File: src/rtl/multicycle_control_seq_pkg.sv
// -----------------------------------------------------------------------------
// ctrl_pkg: shared definitions for the multi-cycle control sequencer.
//
// Contents:
//   - state_e      : sequencer state enum. The TRAP state exists only when
//                    CTRL_ILLEGAL_TRAP_EN is defined.
//   - CTRL_*       : bit positions and widths of the 7-bit control word
//                    {reg_write, alu_src, alu_op[1:0], mem_read, mem_write,
//                    mem_to_reg}.
//   - ALU_*        : alu_op encodings.
//   - I_*          : positions inside the 6-bit instruction one-hot produced
//                    by opc_classify.
//   - exec_word / mem_word / wb_word : control word driven in each state.
//
// Configuration macro: CTRL_ILLEGAL_TRAP_EN
// -----------------------------------------------------------------------------
package ctrl_pkg;

    localparam int CTRL_W          = 7;
    localparam int CTRL_REG_WRITE  = 6;
    localparam int CTRL_ALU_SRC    = 5;
    localparam int CTRL_ALU_OP_LSB = 3;
    localparam int CTRL_ALU_OP_W   = 2;
    localparam int CTRL_MEM_READ   = 2;
    localparam int CTRL_MEM_WRITE  = 1;
    localparam int CTRL_MEM_TO_REG = 0;

    localparam logic [CTRL_ALU_OP_W-1:0] ALU_ADD = 2'b00;
    localparam logic [CTRL_ALU_OP_W-1:0] ALU_AND = 2'b01;
    localparam logic [CTRL_ALU_OP_W-1:0] ALU_CMP = 2'b10;
    localparam logic [CTRL_ALU_OP_W-1:0] ALU_JA  = 2'b11;

    localparam int INST_W = 6;
    localparam int I_ADD  = 0;
    localparam int I_AND  = 1;
    localparam int I_MOVL = 2;
    localparam int I_MOVS = 3;
    localparam int I_JA   = 4;
    localparam int I_CMP  = 5;

    typedef enum logic [2:0] {
        S_IDLE   = 3'd0,
        S_DECODE = 3'd1,
        S_EXEC   = 3'd2,
        S_MEM    = 3'd3,
        S_WB     = 3'd4
`ifdef CTRL_ILLEGAL_TRAP_EN
        ,S_TRAP  = 3'd5
`endif
    } state_e;

    // Control word for the EXEC state. ADD leaves alu_op at ALU_ADD (zero).
    function automatic logic [CTRL_W-1:0] exec_word(input logic [INST_W-1:0] inst);
        logic [CTRL_W-1:0] w;
        w = '0;
        if (inst[I_AND]) w[CTRL_ALU_OP_LSB +: CTRL_ALU_OP_W] = ALU_AND;
        if (inst[I_CMP]) w[CTRL_ALU_OP_LSB +: CTRL_ALU_OP_W] = ALU_CMP;
        if (inst[I_JA])  w[CTRL_ALU_OP_LSB +: CTRL_ALU_OP_W] = ALU_JA;
        if (inst[I_MOVL] || inst[I_MOVS]) w[CTRL_ALU_SRC] = 1'b1;
        return w;
    endfunction

    // Control word for the MEM state (loads read, stores write).
    function automatic logic [CTRL_W-1:0] mem_word(input logic [INST_W-1:0] inst);
        logic [CTRL_W-1:0] w;
        w = '0;
        w[CTRL_MEM_READ]  = inst[I_MOVL];
        w[CTRL_MEM_WRITE] = inst[I_MOVS];
        return w;
    endfunction

    // Control word for the WB state; only loads take the result from memory.
    function automatic logic [CTRL_W-1:0] wb_word(input logic [INST_W-1:0] inst);
        logic [CTRL_W-1:0] w;
        w = '0;
        w[CTRL_REG_WRITE]  = 1'b1;
        w[CTRL_MEM_TO_REG] = inst[I_MOVL];
        return w;
    endfunction

endpackage

File: src/rtl/multicycle_control_seq_if.sv
// -----------------------------------------------------------------------------
// multicycle_control_seq_if: bundle between the instruction decoder/datapath
// and the control sequencer.
//
// Signals:
//   opc[OPC_W]  : one-hot decoded opcode (decoder -> sequencer)
//   opc_valid   : opcode offered (decoder -> sequencer)
//   opc_ready   : sequencer idle and able to accept (sequencer -> decoder)
//   stall       : freeze request (datapath -> sequencer)
//   ctrl[7]     : registered control word (sequencer -> datapath)
//   done        : final-state pulse (sequencer -> datapath)
//   illegal     : illegal-opcode indication (sequencer -> datapath)
//
// Handshake: an opcode transfers on a rising clk edge where opc_valid and
// opc_ready are both high. opc_ready is only high in IDLE with stall low, and
// opc/opc_valid are ignored on every other cycle.
//
// Modports: master = decoder/datapath side, slave = sequencer.
// -----------------------------------------------------------------------------
interface multicycle_control_seq_if
    import ctrl_pkg::*;
#(
    parameter int OPC_W = 64
);
    logic [OPC_W-1:0]  opc;
    logic              opc_valid;
    logic              opc_ready;
    logic              stall;
    logic [CTRL_W-1:0] ctrl;
    logic              done;
    logic              illegal;

    modport master (
        output opc, opc_valid, stall,
        input  opc_ready, ctrl, done, illegal
    );

    modport slave (
        input  opc, opc_valid, stall,
        output opc_ready, ctrl, done, illegal
    );
endinterface

File: src/rtl/multicycle_control_seq_opc_classify.sv
// -----------------------------------------------------------------------------
// opc_classify: combinational classifier for the latched one-hot opcode.
//
// Ports:
//   opc_q_i[OPC_W]  : latched opcode
//   inst_o[6]       : instruction one-hot, index per ctrl_pkg I_* (all zero
//                     when illegal)
//   illegal_o       : opcode is not exactly one of the six configured bits
//
// Legal means the popcount is exactly one AND the set bit is one of the six
// configured positions; anything else (zero, multi-hot, unknown bit) is illegal.
// -----------------------------------------------------------------------------
module opc_classify
    import ctrl_pkg::*;
#(
    parameter int OPC_W    = 64,
    parameter int ADD_BIT  = 4,
    parameter int AND_BIT  = 25,
    parameter int MOVL_BIT = 11,
    parameter int MOVS_BIT = 13,
    parameter int JA_BIT   = 14,
    parameter int CMP_BIT  = 59
) (
    input  logic [OPC_W-1:0]  opc_q_i,
    output logic [INST_W-1:0] inst_o,
    output logic              illegal_o
);
    localparam int CNT_W = $clog2(OPC_W + 1);

    logic [CNT_W-1:0]  ones;
    logic [INST_W-1:0] hits;
    logic              legal;

    always_comb begin
        ones = '0;
        for (int i = 0; i < OPC_W; i++) begin
            ones = ones + CNT_W'(opc_q_i[i]);
        end
    end

    always_comb begin
        hits         = '0;
        hits[I_ADD]  = opc_q_i[ADD_BIT];
        hits[I_AND]  = opc_q_i[AND_BIT];
        hits[I_MOVL] = opc_q_i[MOVL_BIT];
        hits[I_MOVS] = opc_q_i[MOVS_BIT];
        hits[I_JA]   = opc_q_i[JA_BIT];
        hits[I_CMP]  = opc_q_i[CMP_BIT];
    end

    assign legal     = (ones == CNT_W'(1)) && (|hits);
    assign inst_o    = legal ? hits : '0;
    assign illegal_o = !legal;

endmodule

File: src/rtl/multicycle_control_seq.sv
// -----------------------------------------------------------------------------
// multicycle_control_seq: multi-cycle control sequencer. Accepts a one-hot
// opcode and steps it through DECODE, EXEC, MEM and WB, driving a registered
// 7-bit control word so the datapath can share the ALU and memory port.
//
// Ports:
//   clk      : rising-edge clock
//   rst_n    : asynchronous active-low reset
//   bus      : multicycle_control_seq_if.slave (opc, opc_valid, opc_ready,
//              stall, ctrl, done, illegal)
//   state_o  : current sequencer state (debug visibility)
//
// Configuration macro: CTRL_ILLEGAL_TRAP_EN
//   defined   : illegal opcode parks in TRAP, illegal is sticky, opc_ready
//               stays low until reset.
//   undefined : illegal opcode returns to IDLE with done=1/illegal=1 for one
//               cycle and acts as a NOP.
//
// Cycles from accept edge to done cycle: CMP/JA 2, ADD/AND/MOVS 3, MOVL 4.
// -----------------------------------------------------------------------------
module multicycle_control_seq
    import ctrl_pkg::*;
#(
    parameter int OPC_W    = 64,
    parameter int ADD_BIT  = 4,
    parameter int AND_BIT  = 25,
    parameter int MOVL_BIT = 11,
    parameter int MOVS_BIT = 13,
    parameter int JA_BIT   = 14,
    parameter int CMP_BIT  = 59
) (
    input  logic                     clk,
    input  logic                     rst_n,
    multicycle_control_seq_if.slave  bus,
    output state_e                   state_o
);
    state_e            state_q;
    logic [OPC_W-1:0]  opc_q;
    logic [CTRL_W-1:0] ctrl_q;
    logic              done_q;
    logic              illegal_q;

    logic [INST_W-1:0] inst;
    logic              cls_illegal;
    logic              is_mem_op;
    logic              is_wb_op;

    opc_classify #(
        .OPC_W    (OPC_W),
        .ADD_BIT  (ADD_BIT),
        .AND_BIT  (AND_BIT),
        .MOVL_BIT (MOVL_BIT),
        .MOVS_BIT (MOVS_BIT),
        .JA_BIT   (JA_BIT),
        .CMP_BIT  (CMP_BIT)
    ) u_classify (
        .opc_q_i   (opc_q),
        .inst_o    (inst),
        .illegal_o (cls_illegal)
    );

    assign is_mem_op = inst[I_MOVL] | inst[I_MOVS];
    assign is_wb_op  = inst[I_ADD]  | inst[I_AND];

    // Combinational so the decoder sees stall take effect in the same cycle.
    // TRAP is never IDLE, so ready stays low there until reset.
    assign bus.opc_ready = (state_q == S_IDLE) && !bus.stall;
    assign bus.ctrl      = ctrl_q;
    assign bus.done      = done_q;
    assign bus.illegal   = illegal_q;
    assign state_o       = state_q;

    // Outputs are computed for the state being entered, so ctrl/done always
    // describe the current state. Stall freezes every register, which is also
    // what keeps done high while stalled in a done cycle.
    always_ff @(posedge clk or negedge rst_n) begin
        if (!rst_n) begin
            state_q   <= S_IDLE;
            opc_q     <= '0;
            ctrl_q    <= '0;
            done_q    <= 1'b0;
            illegal_q <= 1'b0;
        end else if (!bus.stall) begin
            ctrl_q <= '0;
            done_q <= 1'b0;
`ifndef CTRL_ILLEGAL_TRAP_EN
            illegal_q <= 1'b0;
`endif
            case (state_q)
                S_IDLE: begin
                    if (bus.opc_valid) begin
                        opc_q   <= bus.opc;
                        state_q <= S_DECODE;
                    end
                end
                S_DECODE: begin
                    if (cls_illegal) begin
`ifdef CTRL_ILLEGAL_TRAP_EN
                        illegal_q <= 1'b1;
                        state_q   <= S_TRAP;
`else
                        // NOP: the done/illegal cycle is already IDLE, so a
                        // new opcode may be accepted in it.
                        illegal_q <= 1'b1;
                        done_q    <= 1'b1;
                        state_q   <= S_IDLE;
`endif
                    end else begin
                        ctrl_q  <= exec_word(inst);
                        done_q  <= inst[I_CMP] | inst[I_JA];
                        state_q <= S_EXEC;
                    end
                end
                S_EXEC: begin
                    if (is_mem_op) begin
                        ctrl_q  <= mem_word(inst);
                        done_q  <= inst[I_MOVS];
                        state_q <= S_MEM;
                    end else if (is_wb_op) begin
                        ctrl_q  <= wb_word(inst);
                        done_q  <= 1'b1;
                        state_q <= S_WB;
                    end else begin
                        state_q <= S_IDLE;
                    end
                end
                S_MEM: begin
                    if (inst[I_MOVL]) begin
                        ctrl_q  <= wb_word(inst);
                        done_q  <= 1'b1;
                        state_q <= S_WB;
                    end else begin
                        state_q <= S_IDLE;
                    end
                end
                S_WB: begin
                    state_q <= S_IDLE;
                end
`ifdef CTRL_ILLEGAL_TRAP_EN
                S_TRAP: begin
                    state_q <= S_TRAP;
                end
`endif
                default: begin
                    state_q <= S_IDLE;
                end
            endcase
        end
    end

endmodule

File: src/flat_wrapper.sv
// flat-port wrapper written by rule: the top's interface ports become plain ports
module multicycle_control_seq_flat import ctrl_pkg::*;
#(
    parameter int OPC_W    = 64,
    parameter int ADD_BIT  = 4,
    parameter int AND_BIT  = 25,
    parameter int MOVL_BIT = 11,
    parameter int MOVS_BIT = 13,
    parameter int JA_BIT   = 14,
    parameter int CMP_BIT  = 59
)
  (clk, rst_n, state_o, bus_opc, bus_opc_valid, bus_stall, bus_opc_ready, bus_ctrl, bus_done, bus_illegal);
  multicycle_control_seq_if #(.OPC_W(OPC_W)) bus_i ();
  input  logic clk;
  input  logic rst_n;
  output state_e state_o;
  input wire logic [$bits(bus_i.opc)-1:0] bus_opc;
  input wire logic [$bits(bus_i.opc_valid)-1:0] bus_opc_valid;
  input wire logic [$bits(bus_i.stall)-1:0] bus_stall;
  output wire logic [$bits(bus_i.opc_ready)-1:0] bus_opc_ready;
  output wire logic [$bits(bus_i.ctrl)-1:0] bus_ctrl;
  output wire logic [$bits(bus_i.done)-1:0] bus_done;
  output wire logic [$bits(bus_i.illegal)-1:0] bus_illegal;
  assign bus_i.opc = bus_opc;
  assign bus_i.opc_valid = bus_opc_valid;
  assign bus_i.stall = bus_stall;
  assign bus_opc_ready = bus_i.opc_ready;
  assign bus_ctrl = bus_i.ctrl;
  assign bus_done = bus_i.done;
  assign bus_illegal = bus_i.illegal;
  multicycle_control_seq #(.OPC_W(OPC_W), .ADD_BIT(ADD_BIT), .AND_BIT(AND_BIT), .MOVL_BIT(MOVL_BIT), .MOVS_BIT(MOVS_BIT), .JA_BIT(JA_BIT), .CMP_BIT(CMP_BIT)) u_core (.clk(clk), .rst_n(rst_n), .bus(bus_i), .state_o(state_o));
endmodule
File: config.mk
export PLATFORM = sky130hd
export DESIGN_NAME = multicycle_control_seq_flat
export DESIGN_NICKNAME = d
export VERILOG_FILES = /design/src/rtl/multicycle_control_seq_pkg.sv /design/src/rtl/multicycle_control_seq_if.sv /design/src/rtl/multicycle_control_seq_opc_classify.sv /design/src/rtl/multicycle_control_seq.sv /design/src/flat_wrapper.sv
export SDC_FILE = /design/constraint.sdc
export NUM_CORES = 1
export LEC_CHECK = 0
export CAP_MARGIN = 0
export CORE_UTILIZATION = 42
export DETAILED_ROUTE_END_ITERATION = 8
export GPL_TIMING_DRIVEN = 0
export PLACE_DENSITY = 0.74
export SLEW_MARGIN = 30
export SYNTH_ARGS = -nofsm -noshare
export SYNTH_HDL_FRONTEND = slang
export SYNTH_HIERARCHICAL = 1
export SYNTH_SLANG_ARGS = --single-unit
File: constraint.sdc
create_clock -name clk -period 8.45 [get_ports clk]
set_input_delay 1.2675 -clock clk [delete_from_list [all_inputs] [get_ports clk]]
set_output_delay 1.2675 -clock clk [all_outputs]
set_load 0.02 [all_outputs]
# == Word level (Yosys, flattened, before mapping) ==
# Index checks and enable logic that the tools add are counted.
# totals
register_bits,76
latch_bits,0
mem_bits_rw,0
romBits,0
in_bits,68
output_inout_bits,13
n_memories,0
# op_classes
add_sub_neg,63
mul,0
div,0
order_cmp,0
n_eq_ne,5
n_shift,0
muxes,23
bitwise_logic,4
n_reduce_logical,8
# op_table
op,count
$add 7x1->7,57
$mux 7,3
$pmux 7 s3,1
$mux 3,4
$mux 6,2
$pmux 3 s4,1
$mux 1,8
$add 6x1->7,1
$eq 7x1->1 const B,1
$add 5x1->6,1
$eq 3x2->1 const B,2
$mux 2,3
$reduce_or 6->1,1
$add 4x1->5,1
$add 3x1->4,1
$add 2x1->3,1
$eq 3x1->1 const B,1
$logic_not 3->1,1
$or 1x1->1,3
$pmux 1 s3,1
$reduce_and 3->1,1
$add 1x1->2,1
$logic_and 1x1->1,2
$ne 2x2->1 const B,1
other kinds (4),4

# == Longest topological paths before layout ==
# Gate-level depths: netlist (run 1).
# depth
depth_word,71
ltp_mapped,24
mapped_depth_nobuf,24

# == Cells and area by module ==
# Netlist (run 1), hierarchy kept.
# modules_own_cells
module,instances,cells_each,area_each_um2,seq_area_each_um2
multicycle_control_seq,1,200,3228.1,1901.8
opc_classify,1,178,1727.9,0.0

# == Worst setup path after synthesis (run 1) ==
# Ideal clock, no wire load.
# synth_timing
path_type,register -> register
startpoint,register u_core.opc_q[29]
endpoint,register u_core.ctrl_q[4] (netlist: u_core/bus.ctrl[4])
setup_time_ns,0.095
arrival_time_ns,6.448
path_slack_ns,1.906
path_stages_with_launch,23
path_buffers,0
synth_period_minus_slack_ns,6.544
cell_sequence,dfrtp_1 > fa_1 > inv_1 > fa_1 > inv_1 > fa_1 > inv_1 > fa_1 > inv_1 > fa_1 > fa_1 > inv_1 > fa_1 > fa_1 > inv_1 > ha_1 > inv_1 > fa_1 > a21oi_1 > nand4_1 > or4_1 > or3_1 > o31ai_1
# synth_between
elab_chain_cells,42
word_cells_on_any_way,44
cone_classes,35 x add/sub; 1 x eq/ne; 6 x mux; 1 x bitwise; 1 x reduce/logical
# synth_lines
element,line,source
"start, declared",multicycle_control_seq.sv:38,logic [OPC_W-1:0] opc_q;
"start signal, assigned",multicycle_control_seq.sv:92,opc_q <= bus.opc;
$add 7x1->7 * (35 in a row),multicycle_control_seq_opc_classify.sv:37,ones = ones + CNT_W'(opc_q_i[i]);
$eq 7x1->1 *,multicycle_control_seq_opc_classify.sv:51,assign legal = (ones == CNT_W'(1)) && (|hits);
$logic_and 1x1->1 *,multicycle_control_seq_opc_classify.sv:51,
$mux 6,multicycle_control_seq_opc_classify.sv:52,assign inst_o = legal ? hits : '0;
$mux 2,multicycle_control_seq_pkg.sv:57,if (inst[I_CMP]) w[CTRL_ALU_OP_LSB +: CTRL_ALU_OP_W] = ALU_CMP;
$mux 2,multicycle_control_seq_pkg.sv:58,if (inst[I_JA]) w[CTRL_ALU_OP_LSB +: CTRL_ALU_OP_W] = ALU_JA;
$mux 6,multicycle_control_seq.sv:97,if (cls_illegal) begin
$pmux 7 s3 *,multicycle_control_seq.sv:89,case (state_q)
"end signal, assigned",multicycle_control_seq.sv:109,ctrl_q <= exec_word(inst);
"end signal, assigned",multicycle_control_seq.sv:116,ctrl_q <= mem_word(inst);
"end signal, assigned",multicycle_control_seq.sv:120,ctrl_q <= wb_word(inst);
"end, declared",multicycle_control_seq.sv:39,logic [CTRL_W-1:0] ctrl_q;
# Every way passes the cells marked *; elsewhere a longest branch is shown, timed or not.
# A chain may end at the register's enable or synchronous reset.

# == Final worst setup path (run 1) ==
# layout_timing
startpoint,register u_core.opc_q[25]
endpoint,register u_core.done_q (netlist: u_core/bus.done)
# layout_between
word_cells_on_any_way,51
cone_classes,39 x add/sub; 1 x eq/ne; 6 x mux; 3 x bitwise; 2 x reduce/logical
# layout_rtl
element,line,source
$add 7x1->7 (39 in a row),multicycle_control_seq_opc_classify.sv:37,
$eq 7x1->1,multicycle_control_seq_opc_classify.sv:51,
$logic_and 1x1->1 *,multicycle_control_seq_opc_classify.sv:51,
$mux 6 *,multicycle_control_seq_opc_classify.sv:52,
named net u_core.inst[2],multicycle_control_seq.sv:43,logic [INST_W-1:0] inst;
$or 1x1->1,multicycle_control_seq.sv:62,assign is_mem_op = inst[I_MOVL] | inst[I_MOVS];
$mux 1,multicycle_control_seq.sv:115,if (is_mem_op) begin
$pmux 1 s3 *,multicycle_control_seq.sv:89,
"end signal, assigned",multicycle_control_seq.sv:110,done_q <= inst[I_CMP] | inst[I_JA];
"end signal, assigned",multicycle_control_seq.sv:117,done_q <= inst[I_MOVS];
"end, declared",multicycle_control_seq.sv:40,logic done_q;
# Mark *: on every way through the listed nets, which the timed path passes. The rest lies on a longest branch.

==> impl_metrics.csv, run 1 <==
group,metric,value,unit
timing,tightest_slew,0.756,ns
yosys,synthMuxAreaShare,0.193,
timing,fin_worst_hold_slack,0.473,ns
timing,period_share,0.840,
yosys,synth_compound_area_frac,0.0222,
min_path,hold_path_end,"u_core/bus.ctrl[0]",
setup_path,critPathLaunchType,"flip-flop",
drt,ant_nets,0,
min_path,hold_depth,2,
yosys,ys_types,34,
clocking,clkLatencyLatePin,0.34,ns
layout,fin_nets,607,
yosys,netlist_area,4960,sq um
clocking,cts_sinks,76,
placement,io_buffer_count,80,
min_path,min-delay-start,"u_core/bus.ctrl[0]",
flow_run,drv_cap,0,
yosys,ys_warn_count,6,
setup_path,crit_fanout,7,
drt,num_vias,2922,
die,initial_core_util,0.432,
yosys,ys_seq_area_frac,0.384,
placement,place_ws,1.35,ns
drt,post_drt_wl_per_cell,15.3,um
clocking,cts_resized,0,
timing,setup_viol,0,
yosys,syn-num-nets,515,
clocking,numCtsBuffers,9,
die,die_area,12200,sq um
setup_path,reg2reg_depth,24,
global_route,grt_pass1_wl,16.7,mm
global_route,grtUsageTotal,0.177,
setup_path,end_kind,"flip-flop",
setup_path,required,8.72,ns
clocking,cts_root_buf,"clkbuf_16",
die,rows,39,
yosys,ys_ff_latch,76,
setup_path,path_common_cell,"fa_1",
timing,hold_viol,0,
yosys,synth-simple-area-share,0.0576,
global_route,grt_overflow_total,0,
yosys,synth_fa_ha_area_frac,0.256,
timing,setup_tns,0,ns
setup_path,reg2reg_slack,1.35,ns
layout,final_area,6270,sq um
placement,routabilityCongestion,0.830,
yosys,netlist_instances,378,
timing,fin_skew,0.00620,ns
die,core,11500,sq um
global_route,grt_pass1_vias,3339,
timing,fin_crit,7.10,ns
setup_path,critical_path_class,"flip-flop to flip-flop",
die,die_x,111,um
clocking,ctsHoldBuffers,0,
layout,nFillCells,970,
setup_path,r2r-end,"u_core/bus.done",
setup_path,worst_ep_arrival_time,7.37,ns
setup_path,reg2reg_from,"u_core/opc_q[25]",
timing,rsz0062_at_grt,"false",
clocking,post_cts_buffers,0,
timing,worst_slack,1.35,ns
layout,num_antenna_cells,0,
setup_path,crit_slowest_cell,"nor4_1",
setup_path,max_stage_delay,0.70,ns
drt,drc_errors,0,
yosys,synth.avg_cell_area,13.1,sq um
die,die_h,111,um
timing,slew_viol_final,0,
timing,max_clock_freq,141,MHz
run_status,status,"finished clean",
drt,viasPerCell,4.73,
global_route,grt_antenna_before_repair,0,
placement,placed_area,5950,sq um
min_path,hp-class,"flip-flop to flip-flop",
placement,hpwl,7.38,mm
die,num_io_pins,81,
layout,areaGrowthSynthToFinish,26.5,%
clocking,path_clk_slew,0.06,ns
clocking,cts.path.max_buffers,2,
timing,slew_headroom,0.492,
layout,drive_gt1_frac,0.200,
clocking,cts_max_level,3,
drt,wl,9.44,mm
yosys,synth-xor-area-share,0,
yosys,synth_top_family_by_area,"adder cells",
global_route,grt_max_degree,40,
setup_path,cp_cell_sequence,"inv_1, fa_1, inv_1, fa_1, inv_1, fa_1, inv_1, fa_1, fa_1, fa_1, inv_1, fa_1, fa_1, inv_1, ha_1, inv_1, fa_1, a21oi_1, nand4_1, nor4_1, mux2_2, nand2_1, o221ai_1, a32o_1",
drt,drt_iter0_drc,113,
clocking,cts_tree,"done",
drt,firstDrtPassIters,4,
[synthesized netlist by cell type]
master / count / area share
buf_2: 1 / 0.0010
nor3_1: 4 / 0.0040
ha_1: 15 / 0.038
a31oi_1: 1 / 0.0013
a32o_1: 1 / 0.0020
or2_4: 1 / 0.0018
nor3_4: 1 / 0.0033
inv_1: 91 / 0.069
nand4_1: 2 / 0.0025
o211ai_1: 1 / 0.0015
clkbuf_1: 2 / 0.0015
or3_1: 1 / 0.0013
nand2_1: 17 / 0.013
o31ai_1: 2 / 0.0030
fa_1: 54 / 0.22
or4b_4: 1 / 0.0028
a21oi_1: 2 / 0.0020
o21ai_0: 7 / 0.0071
o41ai_1: 1 / 0.0018
nor4b_1: 3 / 0.0053
nor2_1: 6 / 0.0045
mux2_2: 5 / 0.011
mux2_4: 60 / 0.18
buf_6: 7 / 0.016
a22o_1: 1 / 0.0018
or4_1: 3 / 0.0045
nor4_1: 4 / 0.0050
nand2_4: 1 / 0.0023
dfrtp_1: 76 / 0.38
nand2b_1: 1 / 0.0013
o221ai_1: 1 / 0.0018
nand3_1: 2 / 0.0020
nor2b_1: 2 / 0.0025
nor3b_1: 1 / 0.0015
[sequential cells by signal (all words and copies together), names as in the netlist]
signal / flops
u_core/bus.ctrl: 7
u_core/opc_q: 64
u_core/state_o: 3
u_core/bus.done: 1
u_core/bus.illegal: 1
[worst max-delay path, delay by kind of cell (launching register included)]
family,cells,cell delay [ns]
multiplexers,1,0.30
adder cells (fa/ha/maj),10,4.42
flip-flops,1,0.44
buffers and inverters,7,0.44
AND/OR/NAND/NOR,3,1.01
AO/OA/AOI/OAI,3,0.42
[per-layer routing]
| metal | up-vias | wire [um] | global-route usage |
|---|---|---|---|
| li1 | 1374 | - | - |
| met5 | - | 0 | 0 |
| met3 | 14 | 415 | 0.0390 |
| met2 | 88 | 4640 | 0.287 |
| met1 | 1446 | 4220 | 0.234 |
| met4 | 0 | 174 | 0.0667 |
[cell families after synthesis]
kind of cell | after synthesis
buffers and inverters | 101
flip-flops | 76
adder cells (fa/ha/maj) | 69
multiplexers | 65
AND/OR/NAND/NOR | 50
AO/OA/AOI/OAI | 17
[cell usage in the layout (no fill, tap or decap), drive strengths merged, types with 2 or more instances in the layout]
cell            n
inv            91
clkdlybuf4s50  79
dfrtp          76
mux2           65
fa             54
nand2          18
ha             15
clkbuf         11
buf            10
o21ai           7
nor2            6
nor3            5
nor4            4
clkinv          4
or4             3
nor4b           3
bufinv          2
o31ai           2
nor2b           2
nand4           2
a21oi           2
nand3           2
[stage by stage]
stage	utilization	std cells
3_5_place_dp	0.519	602
2_1_floorplan	-	378
5_1_grt	0.547	618
6_report	0.547	618
3_3_place_gp	0.518	601
4_1_cts	0.547	618
[area by class of cell]
cell class                 instances  area, sq um  share of cell area
timing repair buffer              81          818               0.131
clock inverter                     7         91.3              0.0146
clock buffer                       9          225              0.0359
buffer                            10         91.3              0.0146
tap                              143          179              0.0285
multi-input combinational        201         2620               0.418
inverter                          91          342              0.0545
sequential                        76         1900               0.303
[worst max-delay path by stage]
stage | start | to | slack (ns) | cells after the start
6_report | u_core/opc_q[25] | u_core/bus.done | 1.35 | 24
5_1_grt | u_core/opc_q[25] | u_core/state_o[1] | 0.92 | 24
4_1_cts | u_core/opc_q[25] | u_core/bus.done | 1.34 | 24
3_5_place_dp | u_core/opc_q[25] | u_core/bus.done | 1.35 | 24
3_3_place_gp | u_core/opc_q[25] | u_core/bus.done | 1.51 | 24
2_1_floorplan | u_core/opc_q[29] | u_core/bus.ctrl[4] | 1.91 | 22
Power of run 1 is not shown: default switching activity piles up to over one toggle a cycle in this logic, so the estimate is an artifact.
==> inputs of run 2 (changes only) <==
Clock period 8.45 ns to 6.7 ns, I/O delays scaled along.
==> impl_metrics.csv, run 2 (synthesis results as in run 1) <==
group,metric,value,unit
die,core,11500,sq um
layout,nFillCells,918,
timing,fin_worst_hold_slack,0.475,ns
die,die_x,111,um
setup_path,end_kind,"flip-flop",
layout,largest_reg_flops,64,
placement,placed_area,5950,sq um
clocking,clkLatencyLatePin,0.34,ns
run_status,status,"finished with violations",
layout,num_antenna_cells,0,
drt,firstDrtPassIters,4,
layout,drive_gt1_frac,0.275,
min_path,hp-class,"flip-flop to flip-flop",
placement,numPlacedInstances,602,
clocking,ctsHoldBuffers,0,
min_path,min-delay-start,"u_core/bus.ctrl[0]",
setup_path,critPathLaunchType,"flip-flop",
global_route,grtUsageTotal,0.184,
layout,layout_common_cells,"87 x inv_1, 79 x clkdlybuf4s50_1, 73 x dfrtp_1",
timing,period_share,1.03,
layout,final_cells,634,
setup_path,cp-startpoint,"u_core/opc_q[47]",
setup_path,reg2reg_slack,-0.18,ns
clocking,path_clk_slew,0.06,ns
timing,rsz0062_at_grt,"true",
drt,wl,10.4,mm
timing,max_clock_freq,145,MHz
setup_path,critical_path_class,"flip-flop to flip-flop",
layout,final_area,6540,sq um
layout,top_register,"u_core/opc_q",
clocking,cts_max_level,3,
die,num_io_pins,81,
timing,slew_viol_final,0,
timing,slew_headroom,0.447,
global_route,grt_overflow_total,0,
timing,worst_slack,-0.181,ns
clocking,cts_sinks,76,
placement,place_ws,-0.397,ns
die,die_h,111,um
drt,ant_nets,0,
placement,routabilityCongestion,0.830,
timing,fin_crit,6.88,ns
setup_path,crit_fanout,4,
layout,areaGrowthSynthToFinish,31.9,%
die,initial_core_util,0.432,
clocking,cts_root_buf,"clkbuf_16",
flow_run,drv_cap,0,
setup_path,reg2reg_from,"u_core/opc_q[47]",
placement,io_buffer_count,80,
drt,drc_errors,0,
global_route,grt_pass1_wl,17.4,mm
layout,fin_nets,623,
setup_path,worst_ep_arrival_time,7.15,ns
drt,num_vias,3083,
die,die_area,12200,sq um
drt,post_drt_wl_per_cell,16.4,um
setup_path,required,6.97,ns
run_status,violations,"negative setup slack",
timing,hold_viol,0,
drt,drt_iter0_drc,122,
global_route,grt_antenna_before_repair,0,
global_route,grt_max_degree,40,
clocking,cts.path.max_buffers,2,
timing,tightest_slew,0.824,ns
drt,viasPerCell,4.86,
clocking,cts_tree,"done",
die,rows,39,
global_route,grt_pass1_vias,3456,
clocking,numCtsBuffers,9,
placement,hpwl,7.38,mm
layout,final_common_cell,"inv_1",
timing,setup_viol,11,
timing,fin_skew,0.00669,ns
[run 2: cell count changes in the layout (fill, tap and decap cells not counted), sizes merged]
cell and change:
buf +16
[run 2: worst max-delay path: stages (launching register included)]
cell,delay [ns]
dfrtp_1,0.40
fa_1,0.55
inv_1,0.05
fa_1,0.46
fa_1,0.51
inv_2,0.04
fa_1,0.51
inv_2,0.05
fa_1,0.51
inv_2,0.05
fa_1,0.50
inv_1,0.05
fa_1,0.50
fa_1,0.41
inv_1,0.08
ha_2,0.18
inv_2,0.04
fa_2,0.51
nand4_1,0.23
buf_4,0.25
nor4b_4,0.32
buf_4,0.19
nor3_4,0.05
o221ai_2,0.18
a32o_1,0.18
[run 2: per-layer routing]
layer	track usage	routed length, um	share of wire
met2	0.301	5130	0.49
met3	0.0395	524	0.050
met1	0.240	4420	0.43
met4	0.0702	316	0.030
met5	0	0	0
[run 2: layout make-up]
type                    instances  area (sq um)  area share
repair buffers                 97           942       0.144
multi-input cells             201          2760       0.422
inverters                      91           342      0.0523
plain buffers                  10          91.3      0.0140
well taps                     143           179      0.0274
flip-flops and latches         76          1910       0.292
clock inverters                 7          91.3      0.0140
clock buffers                   9           225      0.0345
[run 2: through the flow]
step,util,setup TNS (ns)
3_5_place_dp,0.519,-2.80
3_3_place_gp,0.518,-1.51
2_1_floorplan,-,0
4_1_cts,0.560,-0.114
5_1_grt,0.570,-3.58
6_report,0.570,-1.09
[run 2: repair_timing]
item,CTS,global route
gates resized for setup,24,9
setup buffers,7,9
pin swaps,10,7
setup endpoints to repair,11,12
[run 2: path summary, 6_finish.rpt]
check / to / cells past startpoint
min in group asynchronous: u_core/bus.ctrl[0] / 1
worst max-delay path: u_core/bus.done / 24
worst min register to register: u_core/bus.ctrl[0] / 2
max in group asynchronous: u_core/opc_q[25] / 2
worst max register to register: u_core/bus.done / 24
worst min-delay path: u_core/bus.ctrl[0] / 2
Power of run 2 is left out for the same reason.
